[config.mk]
export PLATFORM = sky130hd
export DESIGN_NAME = sqrt_seq_ctrl_flat
export DESIGN_NICKNAME = d
export VERILOG_FILES = /design/src/rtl/sqrt_seq_ctrl_if.sv /design/src/rtl/sqrt_seq_ctrl.sv /design/src/flat_wrapper.sv
export SDC_FILE = /design/constraint.sdc
export NUM_CORES = 1
export LEC_CHECK = 0
export BUFFER_PORTS_ARGS = -buffer_cell sky130_fd_sc_hd__buf_2
export CORE_MARGIN = 10
export CORE_UTILIZATION = 49
export CTS_CLUSTER_DIAMETER = 60
export DETAILED_ROUTE_END_ITERATION = 10
export PLACE_DENSITY = 0.87
export SYNTH_ARGS = -nofsm -noshare
export SYNTH_HDL_FRONTEND = slang
export SYNTH_SLANG_ARGS = --single-unit
[constraint.sdc]
create_clock -name clk -period 3.71 [get_ports clk]
set_input_delay 0.371 -clock clk [delete_from_list [all_inputs] [get_ports clk]]
set_output_delay 0.371 -clock clk [all_outputs]
set_load 0.05 [all_outputs]
[src/rtl/sqrt_seq_ctrl_if.sv]
// rtl/sqrt_seq_ctrl_if.sv - host and datapath signal bundle for the sqrt sequencing controller
//
// Host side:     start, data_in (to controller); busy, done, root, rem (from controller)
// Datapath side: D, load, excounter, ctrl, dp_clr_n (to datapath); q_in, rem_in (from datapath)
// master: controller view.  slave: view of the host/datapath surrounding the controller.

interface sqrt_seq_ctrl_if #(
    parameter int DW = 16
);
    logic          start;
    logic [DW-1:0] data_in;
    logic          busy;
    logic          done;
    logic [DW-1:0] root;
    logic [DW-1:0] rem;

    logic [DW-1:0] D;
    logic          load;
    logic [DW-1:0] excounter;
    logic          ctrl;
    logic          dp_clr_n;
    logic [DW-1:0] q_in;
    logic [DW-1:0] rem_in;

    modport master (
        input  start, data_in, q_in, rem_in,
        output busy, done, root, rem, D, load, excounter, ctrl, dp_clr_n
    );

    modport slave (
        output start, data_in, q_in, rem_in,
        input  busy, done, root, rem, D, load, excounter, ctrl, dp_clr_n
    );
endinterface

[src/rtl/sqrt_seq_ctrl.sv]
// rtl/sqrt_seq_ctrl.sv - sequencer driving an iterative non-restoring square-root datapath
//
// Ports:
//   clk    rising-edge system clock
//   reset  asynchronous active-high reset
//   bus    sqrt_seq_ctrl_if.master: start/data_in accepted in IDLE; D/load/excounter/ctrl/dp_clr_n
//          drive the datapath; q_in/rem_in are captured into root/rem; busy and a one-cycle done.
// Sequence after accept: CLEAR (1) -> ITER (DW/2) -> CORRECT (1) -> CAPTURE (1) -> DONE (1) -> IDLE.

module sqrt_seq_ctrl #(
    parameter int DW = 16
) (
    input  logic            clk,
    input  logic            reset,
    sqrt_seq_ctrl_if.master bus
);
    localparam int ITER = DW / 2;
    localparam int CW   = (ITER > 1) ? $clog2(ITER) : 1;

    typedef enum logic [2:0] {
        S_IDLE,
        S_CLEAR,
        S_ITER,
        S_CORRECT,
        S_CAPTURE,
        S_DONE
    } state_t;

    state_t          state, state_nxt;
    logic [CW-1:0]   cnt, cnt_nxt;
    logic            load_nxt;
    logic            ctrl_nxt;
    logic            dp_clr_n_nxt;
    logic            busy_nxt;
    logic            done_nxt;
    logic [DW-1:0]   excounter_nxt;

    // Outputs are decoded from the next state and registered, so each output
    // reflects the state the FSM occupies during that same cycle.
    always_comb begin
        state_nxt = state;
        cnt_nxt   = cnt;
        case (state)
            S_IDLE: begin
                if (bus.start) state_nxt = S_CLEAR;
            end
            S_CLEAR: begin
                cnt_nxt   = CW'(ITER - 1);
                state_nxt = S_ITER;
            end
            S_ITER: begin
                // Counter parks at zero; the last iteration hands over to CORRECT.
                if (cnt == '0) state_nxt = S_CORRECT;
                else           cnt_nxt   = cnt - CW'(1);
            end
            S_CORRECT: state_nxt = S_CAPTURE;
            S_CAPTURE: state_nxt = S_DONE;
            S_DONE:    state_nxt = S_IDLE;
            default:   state_nxt = S_IDLE;
        endcase

        load_nxt      = !((state_nxt == S_ITER) || (state_nxt == S_CORRECT));
        ctrl_nxt      = (state_nxt == S_CORRECT);
        dp_clr_n_nxt  = (state_nxt != S_CLEAR);
        busy_nxt      = (state_nxt != S_IDLE);
        done_nxt      = (state_nxt == S_DONE);
        excounter_nxt = (state_nxt == S_ITER) ? {{(DW-CW){1'b0}}, cnt_nxt} : '0;
    end

    always_ff @(posedge clk or posedge reset) begin
        if (reset) begin
            state         <= S_IDLE;
            cnt           <= '0;
            bus.load      <= 1'b1;
            bus.dp_clr_n  <= 1'b1;
            bus.ctrl      <= 1'b0;
            bus.busy      <= 1'b0;
            bus.done      <= 1'b0;
            bus.excounter <= '0;
            bus.D         <= '0;
            bus.root      <= '0;
            bus.rem       <= '0;
        end else begin
            state         <= state_nxt;
            cnt           <= cnt_nxt;
            bus.load      <= load_nxt;
            bus.dp_clr_n  <= dp_clr_n_nxt;
            bus.ctrl      <= ctrl_nxt;
            bus.busy      <= busy_nxt;
            bus.done      <= done_nxt;
            bus.excounter <= excounter_nxt;
            if ((state == S_IDLE) && bus.start) bus.D <= bus.data_in;
            // Datapath has finished its correction step by the CAPTURE cycle.
            if (state == S_CAPTURE) begin
                bus.root <= bus.q_in;
                bus.rem  <= bus.rem_in;
            end
        end
    end
endmodule

[src/flat_wrapper.sv]
// flat-port wrapper written by rule: the top's interface ports become plain ports
module sqrt_seq_ctrl_flat 
#(
    parameter int DW = 16
)
  (clk, reset, bus_start, bus_data_in, bus_q_in, bus_rem_in, bus_busy, bus_done, bus_root, bus_rem, bus_D, bus_load, bus_excounter, bus_ctrl, bus_dp_clr_n);
  sqrt_seq_ctrl_if #(.DW(DW)) bus_i ();
  input  logic clk;
  input  logic reset;
  input wire logic [$bits(bus_i.start)-1:0] bus_start;
  input wire logic [$bits(bus_i.data_in)-1:0] bus_data_in;
  input wire logic [$bits(bus_i.q_in)-1:0] bus_q_in;
  input wire logic [$bits(bus_i.rem_in)-1:0] bus_rem_in;
  output wire logic [$bits(bus_i.busy)-1:0] bus_busy;
  output wire logic [$bits(bus_i.done)-1:0] bus_done;
  output wire logic [$bits(bus_i.root)-1:0] bus_root;
  output wire logic [$bits(bus_i.rem)-1:0] bus_rem;
  output wire logic [$bits(bus_i.D)-1:0] bus_D;
  output wire logic [$bits(bus_i.load)-1:0] bus_load;
  output wire logic [$bits(bus_i.excounter)-1:0] bus_excounter;
  output wire logic [$bits(bus_i.ctrl)-1:0] bus_ctrl;
  output wire logic [$bits(bus_i.dp_clr_n)-1:0] bus_dp_clr_n;
  assign bus_i.start = bus_start;
  assign bus_i.data_in = bus_data_in;
  assign bus_i.q_in = bus_q_in;
  assign bus_i.rem_in = bus_rem_in;
  assign bus_busy = bus_i.busy;
  assign bus_done = bus_i.done;
  assign bus_root = bus_i.root;
  assign bus_rem = bus_i.rem;
  assign bus_D = bus_i.D;
  assign bus_load = bus_i.load;
  assign bus_excounter = bus_i.excounter;
  assign bus_ctrl = bus_i.ctrl;
  assign bus_dp_clr_n = bus_i.dp_clr_n;
  sqrt_seq_ctrl #(.DW(DW)) u_core (.clk(clk), .reset(reset), .bus(bus_i));
endmodule
# Yosys cells after proc, flatten, opt, wreduce, memory -nomap -nowiden
# Cells that the tools add are included.
# W data, S select, Z words.
dict set report totals {
  register_bits 75
  input_bits 51
  output_inout_bits 69
  wordCells 32
}
dict set report op_classes {
  addsub 1
  eq_ne 8
  mux 6
  n_reduce_logical 6
}
# operator count
set ops {}
lappend ops {{$pmux W3 S5} 1}
lappend ops {{$eq A3 B2 Y1 const B} 4}
lappend ops {{$mux W3} 4}
lappend ops {{$eq A3 B3 Y1 const B} 2}
lappend ops {{$logic_not A3 Y1} 2}
lappend ops {{$pmux W3 S2} 1}
lappend ops {{$eq A3 B1 Y1 const B} 1}
lappend ops {{$ne A3 B1 Y1 const B} 1}
lappend ops {{$reduce_bool A3 Y1} 1}
lappend ops {{$sub A3 B1 Y3 const B} 1}
lappend ops {{$logic_and A1 B1 Y1} 1}
lappend ops {{$logic_not A1 Y1} 1}
lappend ops {{$logic_or A1 B1 Y1} 1}

# Longest topological paths before layout
# Gate-level depths: netlist of run 1.
dict set report depth {
  word_depth 6
  mapped_depth 5
  mapped_depth_nobuf 5
}

# Least setup slack after synthesis of run 1
# OpenSTA, ideal clock, no wires.
dict set report synth_path {
  path_type {register -> register}
  startpoint {register u_core.state[0]}
  endpoint {register u_core.bus.D[0]}
  setup_ns 0.125
  arrival_ns 1.499
  required_time_ns 3.585
  slack_ns 2.087
  stages_incl_launch_ff 5
  path_buffers 2
  cell_sequence {dfrtp_1 -> buf_6 -> nor4b_4 -> buf_6 -> mux2_2}
}
dict set report synth_via {
  elab_chain_cells 2
}
# item line
set synth_lines {}
lappend synth_lines {{start: declaration} sqrt_seq_ctrl.sv:29} ;# state_t state, state_nxt;
lappend synth_lines {{start signal: assignment} sqrt_seq_ctrl.sv:84} ;# state <= state_nxt;
lappend synth_lines {{$logic_not A3 Y1} sqrt_seq_ctrl.sv:92} ;# if ((state == S_IDLE) && bus.start) bus.D <= bus.data_in;
lappend synth_lines {{$logic_and A1 B1 Y1} sqrt_seq_ctrl.sv:92}
lappend synth_lines {{end signal: assignment} sqrt_seq_ctrl.sv:92}
lappend synth_lines {{end: declaration} sqrt_seq_ctrl_if.sv:27} ;# output busy, done, root, rem, D, load, excounter, ctrl, dp_clr_n
# No other way between the ends.
# A chain may end at the register's enable or synchronous reset.

# Worst setup path in the final report of run 1
dict set report layout_path {
  startpoint {register u_core.state[0]}
  endpoint {register u_core.bus.D[9]}
}
# The elaborated chain is that of the path after synthesis.

==> run_results.csv, run 1 <==
group,metric,value,unit
worst_setup_path,cp_cell_sequence,"nor4b_4, mux2_2",
placement,gp_congestion,0.872,
worst_setup_path,critPathCaptureType,"flop",
die,core_area,5070,um^2
sta,max_slew_margin,33.2,%
die,rows,26,
clock_network,holdBufCountCts,0,
sta,tightest_slew,0.997,ns
routing,drt_iter0_markers,29,
clock_network,clk-insertion-delay-late,0.32,ns
job,drv_cap,0,
clock_network,post_cts_buffers,0,
global_route,grt_antenna_before_repair,0,
finish,area_growth,27.5,%
sta,min_period_over_period,53.5,%
clock_network,root_buffer,"clkbuf_8",
worst_setup_path,crit_family,"simple AND/OR/NAND/NOR gates",
sta,finalClockSkew,0.00719,ns
worst_setup_path,crit_cells,2,
worst_setup_path,path_buf_inv,0,
synthesis,netlist_instances,176,
synthesis,avgSynthCellArea,14.4,um^2
die,die_x,92.0,um
routing,drt-total-wl,5690,um
sta,fin_crit,1.98,ns
routing,dr.pass1.iters,4,
global_route,grt_pass1_vias,1932,
finish,layout-drive-gt1-share,60.5,%
die,fp.dieH,92.0,um
worst_setup_path,timing.reg2reg.worst_path_depth,2,
sta,finalHoldViolCount,0,
placement,port_buffers,106,
synthesis,synth_cell_type_count,29,
worst_setup_path,worstSetupPathType,"reg2reg",
synthesis,ys_ff_latch,62,
hold_path,hold_path.class,"in2async",
worst_setup_path,arrival,2.19,ns
worst_setup_path,cp-start-kind,"flop",
sta,setup_viol,0,
global_route,track_usage,13.7,%
placement,dpl.hpwl,4460,um
routing,avgRoutedWirePerCell,15.8,um
clock_network,cts_tree,"done",
worst_setup_path,slowest_stage,"nor4b_4",
routing,drc,0,
die,ios,120,
clock_network,clk_pin_slew,0.07,ns
global_route,grt_overflow,0,
worst_setup_path,path_max_fanout,17,
sta,drv_slew,0,
die,dieArea,8460,um^2
finish,n_fill_cell,425,
clock_network,post_cts_resized,0,
routing,vias,1689,
clock_network,htreeDepth,3,
finish,finalNetCount,339,
sta,fmax,504,MHz
sta,rsz0062_at_grt,"no",
placement,placed_area,3070,um^2
global_route,grt_max_degree,38,
routing,routed_via_density,4.68,
clock_network,cts_buffers,9,
clock_network,clockBufferDepth,2,
finish,insertedDiodeCount,0,
synthesis,seq_area_frac_synth,61.2,%
synthesis,yosysWarnings,0,
clock_network,clock_sinks,62,
finish,fin_area,3240,um^2
worst_setup_path,slowest_delay,0.93,ns
sta,setup_tns,0,ns
run_status,outcome,"complete, no violations",
die,start_util,50.0,%
routing,ant_nets,0,
global_route,grt_pass1_wl,9410,um
worst_setup_path,worstPathRequired,3.91,ns
synthesis,syn-cell-area,2540,um^2
==> flip-flops by register name, indices dropped and copies added, names as in the netlist <==
signal	cells
u_core.bus.ctrl	1
u_core.bus.dp_clr_n	1
u_core.cnt	3
u_core.state	3
u_core.bus.root	16
u_core.bus.load	1
u_core.bus.rem	16
u_core.bus.D	16
u_core.bus.excounter	3
u_core.bus.done	1
u_core.bus.busy	1
==> cells in the mapped netlist (all sizes together) <==
| cell type | number | share of area (%) |
|---|---|---|
| dfrtp | 60 | 59 |
| mux2 | 48 | 21 |
| buf | 20 | 5.7 |
| inv | 6 | 0.89 |
| nor2 | 5 | 0.74 |
| a21oi | 3 | 0.59 |
| nand2 | 3 | 0.44 |
| nor2b | 3 | 0.74 |
| or3 | 3 | 0.74 |
| a21o | 2 | 0.59 |
| and2 | 2 | 0.49 |
| dfstp | 2 | 2.1 |
| ha | 2 | 0.99 |
| nand2b | 2 | 0.49 |
| nand3 | 2 | 0.39 |
| o221a | 2 | 0.89 |
| a221o | 1 | 0.39 |
| a2bb2oi | 1 | 0.35 |
| clkbuf | 1 | 0.15 |
| conb | 1 | 0.15 |
| mux2i | 1 | 0.39 |
| nor3b | 1 | 0.30 |
| nor4b | 1 | 0.94 |
| o21a | 1 | 0.30 |
| o21bai | 1 | 0.30 |
| o22ai | 1 | 0.25 |
| or2b | 1 | 0.30 |
==> metal layers <==
layer | up-vias | global-route usage [%] | routed length, um
li1 | 798 | - | -
met1 | 810 | 15.5 | 2280
met2 | 76 | 21.4 | 2710
met3 | 5 | 6.85 | 638
met4 | 0 | 6.04 | 56
met5 | - | 0 | 0
==> placed cells by master (no fill, tap or decap), types with 3 or more instances in the layout <==
cell type  netlist  layout
dfrtp_1         60      60
or3_1            3       3
buf_2            5     106
inv_1            6       5
nor2b_1          3       3
nand2_1          3       3
clkbuf_8         0      10
mux2_2          48      48
nor2_1           5       5
clkinv_2         0       3
conb_1           1      13
a21oi_1          3       3
==> path summary, 6_finish.rpt <==
path | slack [ns] | endpoint | start
worst max-delay path | 1.73 | u_core.bus.D[9] | u_core.state[0]
worst min-delay path | 0.17 | u_core.bus.root[5] | reset
worst max register to register | 1.73 | u_core.bus.D[9] | u_core.state[0]
worst min register to register | 0.50 | u_core.bus.rem[10] | u_core.bus.rem[10]
max in group asynchronous | 2.71 | u_core.bus.root[11] | reset
min in group clk | 0.28 | u_core.bus.root[6] | bus_q_in[6]
==> worst reg2reg max path, stage by stage, from the launching register on <==
cell     delay [ns]
dfrtp_1        0.51
nor4b_4        0.93
mux2_2         0.43
==> area by class of cell <==
| type | instances | area (um^2) | area share (%) |
|---|---|---|---|
| Sequential cell | 62 | 1550 | 48.0 |
| Multi-Input combinational cell | 99 | 858 | 26.5 |
| Timing Repair Buffer | 108 | 546 | 16.9 |
| Clock buffer | 12 | 145 | 4.49 |
| Tap cell | 70 | 87.6 | 2.71 |
| Clock inverter | 4 | 22.5 | 0.696 |
| Inverter | 6 | 22.5 | 0.696 |
==> metrics by stage <==
step	hold WS [ns]	utilization [%]	setup WS [ns]	cells
4_1_cts	0.196	63.8	1.68	361
2_1_floorplan	0.520	-	1.80	188
5_1_grt	0.240	63.8	1.57	361
6_report	0.174	63.8	1.73	361
3_3_place_gp	0.483	60.5	1.74	345
3_5_place_dp	0.490	60.5	1.72	345
==> logic make-up after synthesis <==
| family | synth area share, % |
|---|---|
| adder cells (fa/ha/maj) | 0.986 |
| buffers and inverters | 6.75 |
| multiplexers | 21.7 |
| AND/OR/NAND/NOR | 5.57 |
| flip-flops | 61.2 |
| AO/OA/AOI/OAI | 3.65 |
| other | 0.148 |
Power of run 1 is left out: the tool's default activity adds up to more than one toggle a clock period on the data nets, which glitch-free logic cannot reach.
==> run 2: changes to the inputs <==
--- a/config.mk
+++ b/config.mk
@@ -7,10 +7,10 @@
 export LEC_CHECK = 0
 export BUFFER_PORTS_ARGS = -buffer_cell sky130_fd_sc_hd__buf_2
 export CORE_MARGIN = 10
-export CORE_UTILIZATION = 49
+export CORE_UTILIZATION = 46
 export CTS_CLUSTER_DIAMETER = 60
 export DETAILED_ROUTE_END_ITERATION = 10
-export PLACE_DENSITY = 0.87
+export PLACE_DENSITY = 0.82
 export SYNTH_ARGS = -nofsm -noshare
 export SYNTH_HDL_FRONTEND = slang
 export SYNTH_SLANG_ARGS = --single-unit
==> constraint.sdc (replaced) <==
create_clock -name clk -period 2 [get_ports clk]
set_input_delay 0.2 -clock clk [delete_from_list [all_inputs] [get_ports clk]]
set_output_delay 0.2 -clock clk [all_outputs]
set_load 0.05 [all_outputs]
==> run 2 against run 1 <==
  * Global-route usage shrank 0.87 points
  * Critical path depth up 1
  * Utilization down 0.88 points
  * Die area grew 5.1%
  * Flip-flop and latch count is the same
  * Via count increased by 2.4%
  * Fmax increased by 23%
  * Highest routed layer unchanged
==> run_results.csv, run 2 (same netlist as run 1, synthesis figures left out) <==
group,metric,value,unit
finish,insertedDiodeCount,0,
die,fp.dieH,94.3,um
worst_setup_path,crit_cells,3,
routing,wl_met2,2560,um
worst_setup_path,timing.reg2reg.worst_path_depth,3,
placement,placed_area,3110,um^2
sta,setup_tns,0,ns
global_route,grt_antenna_before_repair,0,
clock_network,cts_tree,"done",
finish,finalNetCount,345,
worst_setup_path,path_buf_inv,1,
global_route,grt_pass1_vias,1824,
global_route,grt_overflow,0,
worst_setup_path,arrival,1.82,ns
die,die_x,94.3,um
worst_setup_path,reg2reg_to,"u_core.bus.root[13]",
global_route,grt_max_degree,29,
placement,port_buffers,106,
die,dieArea,8890,um^2
worst_setup_path,slowest_delay,0.61,ns
die,start_util,48.5,%
worst_setup_path,critPathLaunch,"u_core.state[2]",
routing,top_layer_used,"met4",
sta,finalHoldViolCount,0,
sta,finalClockSkew,0.00650,ns
global_route,track_usage,12.8,%
sta,max_slew_margin,63.4,%
placement,gp_congestion,0.857,
worst_setup_path,path_max_fanout,22,
finish,layout-drive-gt1-share,61.3,%
clock_network,clock_sinks,62,
finish,final_common_cell,"buf_2",
worst_setup_path,slowest_stage,"dfrtp_1",
routing,drt-total-wl,5790,um
die,ios,120,
hold_path,hold_path.class,"in2reg",
routing,wl_met1,2190,um
sta,drv_slew,0,
worst_setup_path,cp_cell_sequence,"and2_1, buf_4, mux2_2",
routing,drc,0,
sta,rsz0062_at_grt,"no",
sta,min_period_over_period,80.6,%
job,drv_cap,0,
finish,reg.largest.list,"u_core.bus.D x16, u_core.bus.rem x16, u_core.bus.root x16",
sta,fin_crit,1.61,ns
clock_network,htreeDepth,3,
finish,area_growth,29.7,%
clock_network,root_buffer,"clkbuf_8",
worst_setup_path,worstPathRequired,2.21,ns
routing,vias,1729,
finish,final_cell_mix,"106 x buf_2, 60 x dfrtp_1, 48 x mux2_2",
sta,fmax,620,MHz
global_route,grt_pass1_wl,8890,um
routing,ant_nets,0,
placement,pre_cts_slack,0.385,ns
worst_setup_path,worstSetupPathType,"reg2reg",
placement,dpl.hpwl,4620,um
clock_network,post_cts_buffers,0,
die,rows,26,
worst_setup_path,cp-start-kind,"flop",
sta,tightest_slew,0.549,ns
worst_setup_path,crit_family,"flip-flops",
worst_setup_path,worstSetupEndpoint,"u_core.bus.root[13]",
clock_network,clk-insertion-delay-late,0.33,ns
die,core_area,5240,um^2
worst_setup_path,critPathCaptureType,"flop",
clock_network,clockBufferDepth,2,
routing,drt_iter0_markers,51,
hold_path,whs_path_depth,2,
run_status,outcome,"complete, no violations",
finish,final_util,62.9,%
worst_setup_path,r2r_setup_slack,0.39,ns
routing,dr.pass1.iters,4,
clock_network,clk_pin_slew,0.07,ns
sta,setup_viol,0,
clock_network,cts_buffers,9,
routing,routed_via_density,4.71,
worst_setup_path,r2r_start,"u_core.state[2]",
sta,setup_slack,0.387,ns
routing,route.met3.wl,925,um
routing,avgRoutedWirePerCell,15.8,um
finish,fin_area,3290,um^2
==> run 2: cell count changes in the layout (fill, tap and decap cells not counted) <==
| cell | delta |
|---|---|
| buf_4 | +5 |
| clkbuf_1 | -1 |
| clkbuf_8 | +1 |
| dlygate4sd3_1 | +1 |
==> run 2: timing repair <==
item | in CTS | in global routing
setup endpoints to repair | 0 | 0
hold buffers | 1 | 0
endpoints found under the hold margin | 25 | 0
gates resized for setup | 0 | 0
==> run 2: how the worst min path moves through the flow <==
stage | endpoint | start
finish | u_core.bus.rem[6] | bus_rem_in[6]
global route | u_core.bus.rem[6] | bus_rem_in[6]
CTS | u_core.bus.root[15] | bus_q_in[15]
detailed placement | u_core.bus.root[3] | reset
global placement | u_core.bus.root[5] | reset
floorplan | u_core.bus.rem[13] | bus_rem_in[13]
==> run 2: metrics by stage <==
step           hold slack, ns  cells
2_1_floorplan           0.352    188
3_3_place_gp            0.292    350
5_1_grt                0.0821    367
4_1_cts                0.0850    367
6_report                0.101    367
3_5_place_dp            0.299    350
==> run 2: worst reg2reg max path: cells and delay by family (launching register included) <==
| family | cells | cell delay, ns |
|---|---|---|
| buffers and inverters | 1 | 0.29 |
| multiplexers | 1 | 0.38 |
| AND/OR/NAND/NOR | 1 | 0.22 |
| flip-flops | 1 | 0.61 |
==> run 2: final cells by class <==
cell class	count	area, um^2
fill	421	1940
sequential	62	1550
multi-input combinational	99	858
timing repair buffer	114	593
clock buffer	12	155
tap	70	87.6
clock inverter	4	22.5
inverter	6	22.5
==> run 2: metal layers <==
layer / up-vias / GRT usage (%)
li1: 813 / -
met5: - / 0
met1: 813 / 13.4
met2: 91 / 18.8
met4: 0 / 6.96
met3: 12 / 8.95
Power of run 2 is left out for the same reason.
